`config.mk`:
```
export PLATFORM = sky130hd
export DESIGN_NAME = tern_eq_table_gen
export DESIGN_NICKNAME = d
export VERILOG_FILES = /design/src/rtl/tern_eq_table_gen.sv
export SDC_FILE = /design/constraint.sdc
export NUM_CORES = 1
export LEC_CHECK = 0
export ABC_AREA = 1
export CAP_MARGIN = 20
export CORE_MARGIN = 10
export CORE_UTILIZATION = 35
export DETAILED_ROUTE_END_ITERATION = 7
export PLACE_DENSITY = 0.66
export SYNTH_ARGS = -nofsm -noshare
export SYNTH_HDL_FRONTEND = slang
export SYNTH_SLANG_ARGS = --single-unit
```
`constraint.sdc`:
```
create_clock -name clk -period 4.29 [get_ports clk]
set_input_delay 0.858 -clock clk [delete_from_list [all_inputs] [get_ports clk]]
set_output_delay 0.858 -clock clk [all_outputs]
set_load 0.01 [all_outputs]
```
`src/rtl/tern_eq_table_gen.sv`:
```
// tern_eq_table_gen: streams the 81-entry three-valued equality table of two 2-bit {0,1,X} operands
module tern_eq_table_gen (
  input  logic        clk,
  input  logic        rst_n,
  input  logic        start,
  output logic        busy,
  output logic        done,
  output logic        out_valid,
  input  logic        out_ready,
  output logic [6:0]  out_idx,
  output logic [1:0]  out_sym,
  output logic        out_last,
  output logic [80:0] table_val,
  output logic [80:0] table_known,
  output logic [6:0]  cnt_one,
  output logic [6:0]  cnt_zero,
  output logic [6:0]  cnt_x
);
  typedef enum logic {IDLE, RUN} state_t;
  state_t state, state_nx;
  logic [1:0] i1, i2, i3, i4;
  logic [6:0] w1, w2, w3, w4, idx;
  logic [1:0] sym;
  logic u1, u2, d1, d2, acc, fin, c1, c2, c3;
  function automatic logic [1:0] nxt(input logic [1:0] d);
    return d == 2'd2 ? 2'd0 : d + 2'd1;
  endfunction
  always_comb begin
    w1 = {5'd0, i1};
    w2 = {5'd0, i2};
    w3 = {5'd0, i3};
    w4 = {5'd0, i4};
    idx = w1 + w2 + (w2 << 1) + w3 + (w3 << 3) + w4 + (w4 << 1) + (w4 << 3) + (w4 << 4);
    // digit 2 is X; pair (i1,i3) is the MSB pair, (i2,i4) the LSB pair
    u1 = i1 == 2'd2 || i3 == 2'd2;
    u2 = i2 == 2'd2 || i4 == 2'd2;
    d1 = !u1 && i1 != i3;
    d2 = !u2 && i2 != i4;
    sym = (d1 || d2) ? 2'b00 : (u1 || u2) ? 2'b10 : 2'b01;
    busy = state == RUN;
    out_valid = busy;
    out_idx = busy ? idx : 7'd0;
    out_sym = busy ? sym : 2'b00;
    out_last = busy && idx == 7'd80;
    acc = busy && out_ready;
    fin = acc && idx == 7'd80;
    c1 = i1 == 2'd2;
    c2 = c1 && i2 == 2'd2;
    c3 = c2 && i3 == 2'd2;
    state_nx = state == IDLE ? (start ? RUN : IDLE) : (fin ? IDLE : RUN);
  end
  always_ff @(posedge clk or negedge rst_n)
    if (!rst_n) state <= IDLE;
    else state <= state_nx;
  always_ff @(posedge clk or negedge rst_n) begin
    if (!rst_n) begin
      done <= 1'b0;
      {i1, i2, i3, i4} <= '0;
      table_val <= '0;
      table_known <= '0;
      cnt_one <= '0;
      cnt_zero <= '0;
      cnt_x <= '0;
    end else begin
      done <= fin;
      if (state == IDLE && start) begin
        {i1, i2, i3, i4} <= '0;
        table_val <= '0;
        table_known <= '0;
        cnt_one <= '0;
        cnt_zero <= '0;
        cnt_x <= '0;
      end else if (acc) begin
        table_val[idx] <= sym == 2'b01;
        table_known[idx] <= sym != 2'b10;
        cnt_one <= cnt_one + (sym == 2'b01 ? 7'd1 : 7'd0);
        cnt_zero <= cnt_zero + (sym == 2'b00 ? 7'd1 : 7'd0);
        cnt_x <= cnt_x + (sym == 2'b10 ? 7'd1 : 7'd0);
        i1 <= nxt(i1);
        i2 <= c1 ? nxt(i2) : i2;
        i3 <= c2 ? nxt(i3) : i3;
        i4 <= c3 ? nxt(i4) : i4;
      end
    end
  end
endmodule

```
# ---- Word level (Yosys, flattened, before mapping)
# Cells that the tools add are included.
dict set report classes {
  add_sub_neg 15
  n_lt_le_gt_ge 2
  n_eq_ne 10
  n_mux 39
  bitwise 1
  n_reduce_logical 23
}
# cell n
set ops {}
lappend ops {{$mux 81} 4}
lappend ops {{$bwmux 81} 2}
lappend ops {{$mux 7} 7}
lappend ops {{$mux 2} 18}
lappend ops {{$add 7x1->7} 3}
lappend ops {{$eq 2x2->1 const B} 5}
lappend ops {{$logic_and 1x1->1} 9}
lappend ops {{$add 2x1->2 const B} 4}
lappend ops {{$lt 7x8->1 const B} 1}
lappend ops {{$reduce_bool 2->1} 4}
lappend ops {{$add 6x2->7} 1}
lappend ops {{$add 7x3->7} 1}
lappend ops {{$add 7x5->7} 1}
lappend ops {{$add 7x6->7} 1}
lappend ops {{$demux 1 s7} 1}
lappend ops {{$eq 7x7->1 const B} 1}
lappend ops {{$ge 7x1->1 const B} 1}
lappend ops {{$mux 1} 7}
lappend ops {{$add 5x5->6} 1}
lappend ops {{$reduce_and 2->1} 3}
lappend ops {{$add 4x2->5} 1}
lappend ops {{$add 3x3->4} 1}
lappend ops {{$logic_or 1x1->1} 4}
lappend ops {{$ne 2x2->1} 2}
lappend ops {{other kinds (6)} 7}
dict set report word_totals {
  regBits 193
  out_inout_bits 196
  word_cells 101
}

# ---- Longest topological paths before layout
# Gate-level depths: netlist of the first run.
dict set report logic_depth {
  word_depth 15
  ltp_mapped 19
}

# ---- Worst setup path after synthesis of the first run
# No wires, ideal clock.
dict set report synth_path {
  kind {register -> output}
  startpoint {reg i2[0]}
  endpoint {out out_idx[5]}
  arrival_ns 3.443
  required_time_ns 3.432
  path_slack_ns -0.011
  path_stages_with_launch 13
  cell_sequence {dfrtp_1 > fa_1 > fa_1 > fa_1 > ha_1 > fa_1 > nand3_1 > nand3_1 > nand2_1 > nand2_2 > inv_2 > clkbuf_1 > nor2_1}
}
dict set report synth_between {
  elab_chain_cells 9
}
# element line_no
set synth_rtl {}
lappend synth_rtl {{from (decl)} 21} ;# logic [1:0] i1, i2, i3, i4;
lappend synth_rtl {{from (signal assigned)} 80} ;# i2 <= c1 ? nxt(i2) : i2;
lappend synth_rtl {{$add 2x2->3} 33} ;# idx = w1 + w2 + (w2 << 1) + w3 + (w3 << 3) + w4 + (w4 << 1) + (w4 << 3) + (w4 << 4);
lappend synth_rtl {{$add 3x3->4 *} 33}
lappend synth_rtl {{$add 4x2->5 *} 33}
lappend synth_rtl {{$add 5x5->6 *} 33}
lappend synth_rtl {{$add 6x2->7 *} 33}
lappend synth_rtl {{$add 7x3->7 *} 33}
lappend synth_rtl {{$add 7x5->7 *} 33}
lappend synth_rtl {{$add 7x6->7 *} 33}
lappend synth_rtl {{$mux 7 *} 42} ;# out_idx = busy ? idx : 7'd0;
lappend synth_rtl {{to (decl)} 10} ;# output logic [6:0] out_idx,
# Mark *: on every way between the ends. The rest lies on a longest branch, timed or not.

# ---- Final worst setup path of the first run
dict set report layout_path {
  startpoint {reg i1[1]}
  endpoint {out out_last}
}
dict set report layout_between {
  elab_chain_cells 10
}
# element line_no
set layout_rtl {}
lappend layout_rtl {{from (decl)} 21}
lappend layout_rtl {{from (signal assigned)} 79} ;# i1 <= nxt(i1);
lappend layout_rtl {{$add 2x2->3} 33}
lappend layout_rtl {{$add 3x3->4} 33}
lappend layout_rtl {{$add 4x2->5} 33}
lappend layout_rtl {{$add 5x5->6} 33}
lappend layout_rtl {{$add 6x2->7} 33}
lappend layout_rtl {{$add 7x3->7} 33}
lappend layout_rtl {{$add 7x5->7} 33}
lappend layout_rtl {{$add 7x6->7} 33}
lappend layout_rtl {{$eq 7x7->1} 44} ;# out_last = busy && idx == 7'd80;
lappend layout_rtl {{$logic_and 1x1->1} 44}
lappend layout_rtl {{to (decl)} 12} ;# output logic out_last,
# Every way passes these cells.

==> impl_metrics.py, run 1 <==
metrics = {
    "layout": {
        "final_util_pct": 47.41,
        "synthToLayoutAreaGrowth_pct": 33.22,
        "antenna_cells": 0,
        "drive_above_1_share_pct": 13.30,
        "final_nets": 1342,
        "fillCellCount": 2643,
    },
    "global_routing": {
        "antenna_found_initial": 0,
        "grt_max_degree": 106,
        "grt_pass1_wl_um": 52410,
        "overflow": 0,
        "grt.total_usage_pct": 18.36,
        "grt_pass1_vias": 8778,
    },
    "die": {
        "die_h_um": 188.3,
        "boundaryPins": 200,
        "dieArea_sq_um": 35460,
        "coreArea_sq_um": 27860,
        "die_x_um": 188.3,
        "num_rows": 61,
        "initial_utilization_pct": 35.59,
    },
    "setup_path": {
        "crit_arrival_ps": 3620,
        "crit_path_start_kind": "flip-flop",
        "critPathKind": "reg -> out",
        "worstPathRequired_ps": 3430,
        "critPathCaptureType": "output port",
        "regToRegSetupSlack_ps": 170,
        "crit_fanout": 3,
    },
    "sta": {
        "min_period_over_period_pct": 104.4,
        "finalWorstSetupSlack_ps": -190.4,
        "min_period_ps": 4480,
        "worst_slew_pin_slew_ps": 886.9,
        "setup_violations": 4,
        "rsz0062_at_grt": "true",
        "slew_headroom_pct": 40.87,
        "maxSlewViolCount": 0,
        "skew_ps": 15.38,
        "max_freq_mhz": 223.2,
        "hold_viol_final": 0,
    },
    "synthesis": {
        "synth_ff_type": "dfrtp_1",
        "ys_async_sr_fraction_pct": 100.0,
        "synth_area_sq_um": 9913,
        "synthTopCellsByArea": "dfrtp_1, nand3_1, nand2_1",
        "postSynthNetCount": 1160,
        "synth_cells": 1128,
        "synth_seq_area_share_pct": 48.72,
        "synth_top_cell_by_area": "dfrtp_1",
        "ys_seq_elements": 193,
        "ys_types": 37,
        "yosys_warnings": 0,
        "synth_top_area_share_pct": 48.72,
        "yosysMostFrequentCell": "nand3_1",
        "avgSynthCellArea_sq_um": 8.788,
        "synth_edf_count": 0,
        "synthTopCellsByCount": "nand3_1, nand2_1, dfrtp_1",
    },
    "cts": {
        "cts-buffers-inserted": 17,
        "htreeDepth": 4,
        "cts_tree": "done",
        "clk_pin_slew_worst_paths_ps": 80,
        "cts-root-buf": "clkbuf_16",
        "cts.path.max_buffers": 2,
        "cts.sinks": 193,
        "cts_hold_buf": 0,
        "clk_latency_ps": 440,
    },
    "route": {
        "first_iter_violations": 960,
        "antenna_left": 0,
        "drc": 0,
        "firstDrtPassIters": 5,
        "wl_um": 33290,
        "vias": 9034,
        "wire_per_inst_um": 19.57,
        "vias_per_cell": 5.311,
    },
    "outcome": {
        "status": "finished with violations",
        "violations": "setup timing",
    },
    "placement": {
        "hpwl_um": 21970,
        "numPortBuffers": 199,
        "gp_congestion": 0.8615,
    },
    "min_path": {
        "hold_class": "reg -> reg",
    },
    "flow_run": {
        "maxCapViolations": 0,
    },
}
registers in the layout, indices dropped and copies added, names as in the netlist:
signal,cells
table_val,81
i2,2
i3,2
busy,1
cnt_zero,7
done,1
cnt_one,7
i4,2
i1,2
table_known,81
cnt_x,7
per-stage QoR:
step                setup slack (ps)  cells  cell area (sq um)  hold WS (ps)  setup TNS (ps)
finish                        -190.4   1701              13210         501.3          -463.0
global route                  -289.4   1701              13210         527.7          -858.1
CTS                           -173.7   1701              13180         506.5          -469.9
detailed placement            -397.9   1666              12500         488.5          -11060
global placement              -331.8   1666              12500         481.1           -7374
floorplan                    -0.1505   1128               9915         533.9         -0.1505
cell families after synthesis:
logic type / after synthesis / share of synthesized area [%]
xor gates and xnor gates: 2 / 0.3661
DFF: 193 / 48.72
buffers and inverters: 155 / 7.649
AOI/OAI and AO/OA: 45 / 2.550
adders and majority gates: 28 / 4.140
and+or+nand+nor: 705 / 36.58
placed cells by master (no fill, tap or decap), types with 5 or more instances in the layout:
cell type	instances
inv_6	5
nand3_2	21
nor2_4	14
a22o_1	6
dfrtp_1	193
nor2_8	9
clkbuf_16	17
nand4_1	86
clkdlybuf4s50_1	191
o21ai_0	21
buf_6	5
inv_1	50
buf_4	43
inv_2	5
nand2_1	208
ha_1	19
nor2_2	5
nor2_1	26
a21oi_1	15
nand3_1	316
buf_12	12
fa_1	5
nand2_2	8
layer usage:
layer	GRT usage, %	vias up	share of wire, %
met5	0	-	0
met2	28.91	323	47
met3	4.413	43	6.7
met4	5.800	0	2.1
li1	-	4249	-
met1	24.40	4419	45
layout make-up:
class	count	area, sq um	share of cell area [%]
multi-input cells	780	4461	33.78
inverters	60	236.5	1.791
clock buffers	17	425.4	3.221
well taps	378	473.0	3.581
repair buffers	258	2597	19.67
flip-flops and latches	193	4830	36.57
clock inverters	15	183.9	1.393
path summary, 6_finish.rpt:
path,start,depth (start not counted),endpoint
hold / removal,table_known[12],2,table_known[12]
setup / recovery,i1[1],11,out_last
max in group asynchronous,rst_n,2,table_known[76]
hold reg to reg,table_known[12],2,table_known[12]
setup reg to reg,i1[1],17,table_val[26]
min in group asynchronous,rst_n,1,cnt_zero[6]
timing repair:
item                       in CTS  in global routing
gates cloned                    0                  0
setup buffers                   3                  1
pin swaps                      11                  5
setup endpoints to repair      71                135
resized for setup              36                 15
critical path, cell delays in order (launching register included):
cell	delay [ps]
dfrtp_1	410
fa_1	560
fa_1	440
fa_2	560
ha_4	140
fa_2	450
nor2_2	100
nand2_1	80
nor2_2	130
nand2_2	80
nor2_4	110
buf_6	120
Power of run 1 is not shown: default switching activity piles up to over one toggle a cycle in this logic, so the estimate is an artifact.
==> inputs of run 2 (changes only) <==
--- a/config.mk
+++ b/config.mk
@@ -8,9 +8,9 @@
 export ABC_AREA = 1
 export CAP_MARGIN = 20
 export CORE_MARGIN = 10
-export CORE_UTILIZATION = 35
+export CORE_UTILIZATION = 25
 export DETAILED_ROUTE_END_ITERATION = 7
-export PLACE_DENSITY = 0.66
+export PLACE_DENSITY = 0.51
 export SYNTH_ARGS = -nofsm -noshare
 export SYNTH_HDL_FRONTEND = slang
 export SYNTH_SLANG_ARGS = --single-unit
==> constraint.sdc (replaced) <==
create_clock -name clk -period 5.03 [get_ports clk]
set_input_delay 1.006 -clock clk [delete_from_list [all_inputs] [get_ports clk]]
set_output_delay 1.006 -clock clk [all_outputs]
set_load 0.01 [all_outputs]
==> impl_metrics.py, run 2 (synthesis results as in run 1) <==
metrics = {
    "global_routing": {
        "grt_pass1_vias": 8863,
        "grt_pass1_wl_um": 56040,
        "antenna_found_initial": 0,
        "grt_max_degree": 106,
        "grt.total_usage_pct": 15.09,
        "overflow": 0,
    },
    "sta": {
        "min_period_over_period_pct": 97.69,
        "fin_setup_tns_ps": 0,
        "min_period_ps": 4914,
        "slew_headroom_pct": 27.61,
        "skew_ps": 11.45,
        "hold_viol_final": 0,
        "max_freq_mhz": 203.5,
        "worst_slew_pin_slew_ps": 1086,
        "maxSlewViolCount": 0,
        "setup_violations": 0,
        "fin_hold_ws_ps": 500.9,
        "rsz0062_at_grt": "false",
    },
    "route": {
        "wire_per_inst_um": 20.15,
        "drc": 0,
        "wl_um": 36550,
        "vias_per_cell": 4.869,
        "firstDrtPassIters": 5,
        "vias": 8833,
        "first_iter_violations": 574,
        "antenna_left": 0,
    },
    "placement": {
        "placed_area_sq_um": 12420,
        "gp_congestion": 0.7913,
        "hpwl_um": 23900,
        "numPortBuffers": 199,
    },
    "setup_path": {
        "crit_arrival_ps": 3910,
        "crit_path_start_kind": "flip-flop",
        "worstPathRequired_ps": 4020,
        "critPathCaptureType": "output port",
        "critPathKind": "reg -> out",
        "crit_fanout": 4,
    },
    "min_path": {
        "hold_class": "reg -> reg",
    },
    "cts": {
        "cts.path.max_buffers": 2,
        "clk_pin_slew_worst_paths_ps": 80,
        "cts-buffers-inserted": 17,
        "cts-root-buf": "clkbuf_16",
        "cts.sinks": 193,
        "clk_latency_ps": 450,
        "cts_tree": "done",
        "htreeDepth": 4,
    },
    "die": {
        "num_rows": 72,
        "die_h_um": 219.1,
        "die_x_um": 219.1,
        "initial_utilization_pct": 25.47,
        "dieArea_sq_um": 48020,
        "boundaryPins": 200,
        "coreArea_sq_um": 38920,
    },
    "layout": {
        "post-route-cell-area_sq_um": 13030,
        "layout_common_cells": "nand3_1, nand2_1, clkdlybuf4s50_1, dfrtp_1, nand4_1",
        "final_nets": 1315,
        "layout_commonest_cell": "nand3_1",
        "reg_top3": "table_known (81), table_val (81)",
        "fillCellCount": 4082,
        "final_util_pct": 33.48,
        "drive_above_1_share_pct": 10.42,
        "synthToLayoutAreaGrowth_pct": 31.45,
        "antenna_cells": 0,
    },
    "outcome": {
        "status": "completed",
    },
    "flow_run": {
        "maxCapViolations": 0,
    },
}
run 2: critical path: stages (launching register included):
cell and delay [ps]:
dfrtp_1 430, fa_1 580, fa_1 440, fa_1 470, ha_2 220, fa_2 550
buf_4 150, nand2_1 50, inv_1 60, clkdlybuf4s50_1 530
run 2: cell type report:
cell class                      count  area [sq um]  share of cell area [%]
Multi-Input combinational cell    780          4415                   33.88
Timing Repair Buffer              231          2338                   17.95
Sequential cell                   193          4831                   37.07
Inverter                           60         236.5                   1.815
Tap cell                          518         648.1                   4.974
Clock inverter                     14         122.6                  0.9410
Clock buffer                       18         439.2                   3.370
run 2: repair_timing:
action                     CTS  global route
hold endpoints to repair     0             0
buffers inserted             1             2
setup endpoints to repair    3             3
pin swaps                    0             1
resized for setup            7             6
hold buffers                 0             0
run 2: stage by stage:
step / setup slack, ps / instances
floorplan: 580.5 / 1128
global placement: 118.6 / 1779
detailed placement: 94.36 / 1779
CTS: 10.44 / 1812
global route: 5.675 / 1814
finish: 116.2 / 1814
run 2: layer usage:
layer / GRT usage (%) / share of wire [%] / up-vias
met5: 0 / 0 / -
met4: 2.919 / 0.86 / 0
met3: 3.631 / 5.7 / 13
met2: 24.40 / 47 / 237
met1: 20.16 / 47 / 4381
li1: - / - / 4202
run 2: worst paths after layout:
check	start	endpoint	slack, ps	cells past startpoint
setup reg to reg	i1[1]	table_known[34]	460	15
setup / recovery	i1[1]	out_idx[2]	120	9
min in group asynchronous	rst_n	table_known[20]	620	1
hold reg to reg	table_known[44]	table_known[44]	500	2
max in group asynchronous	rst_n	table_known[71]	3330	2
hold / removal	table_known[44]	table_known[44]	500	2
Power of run 2 is left out for the same reason.
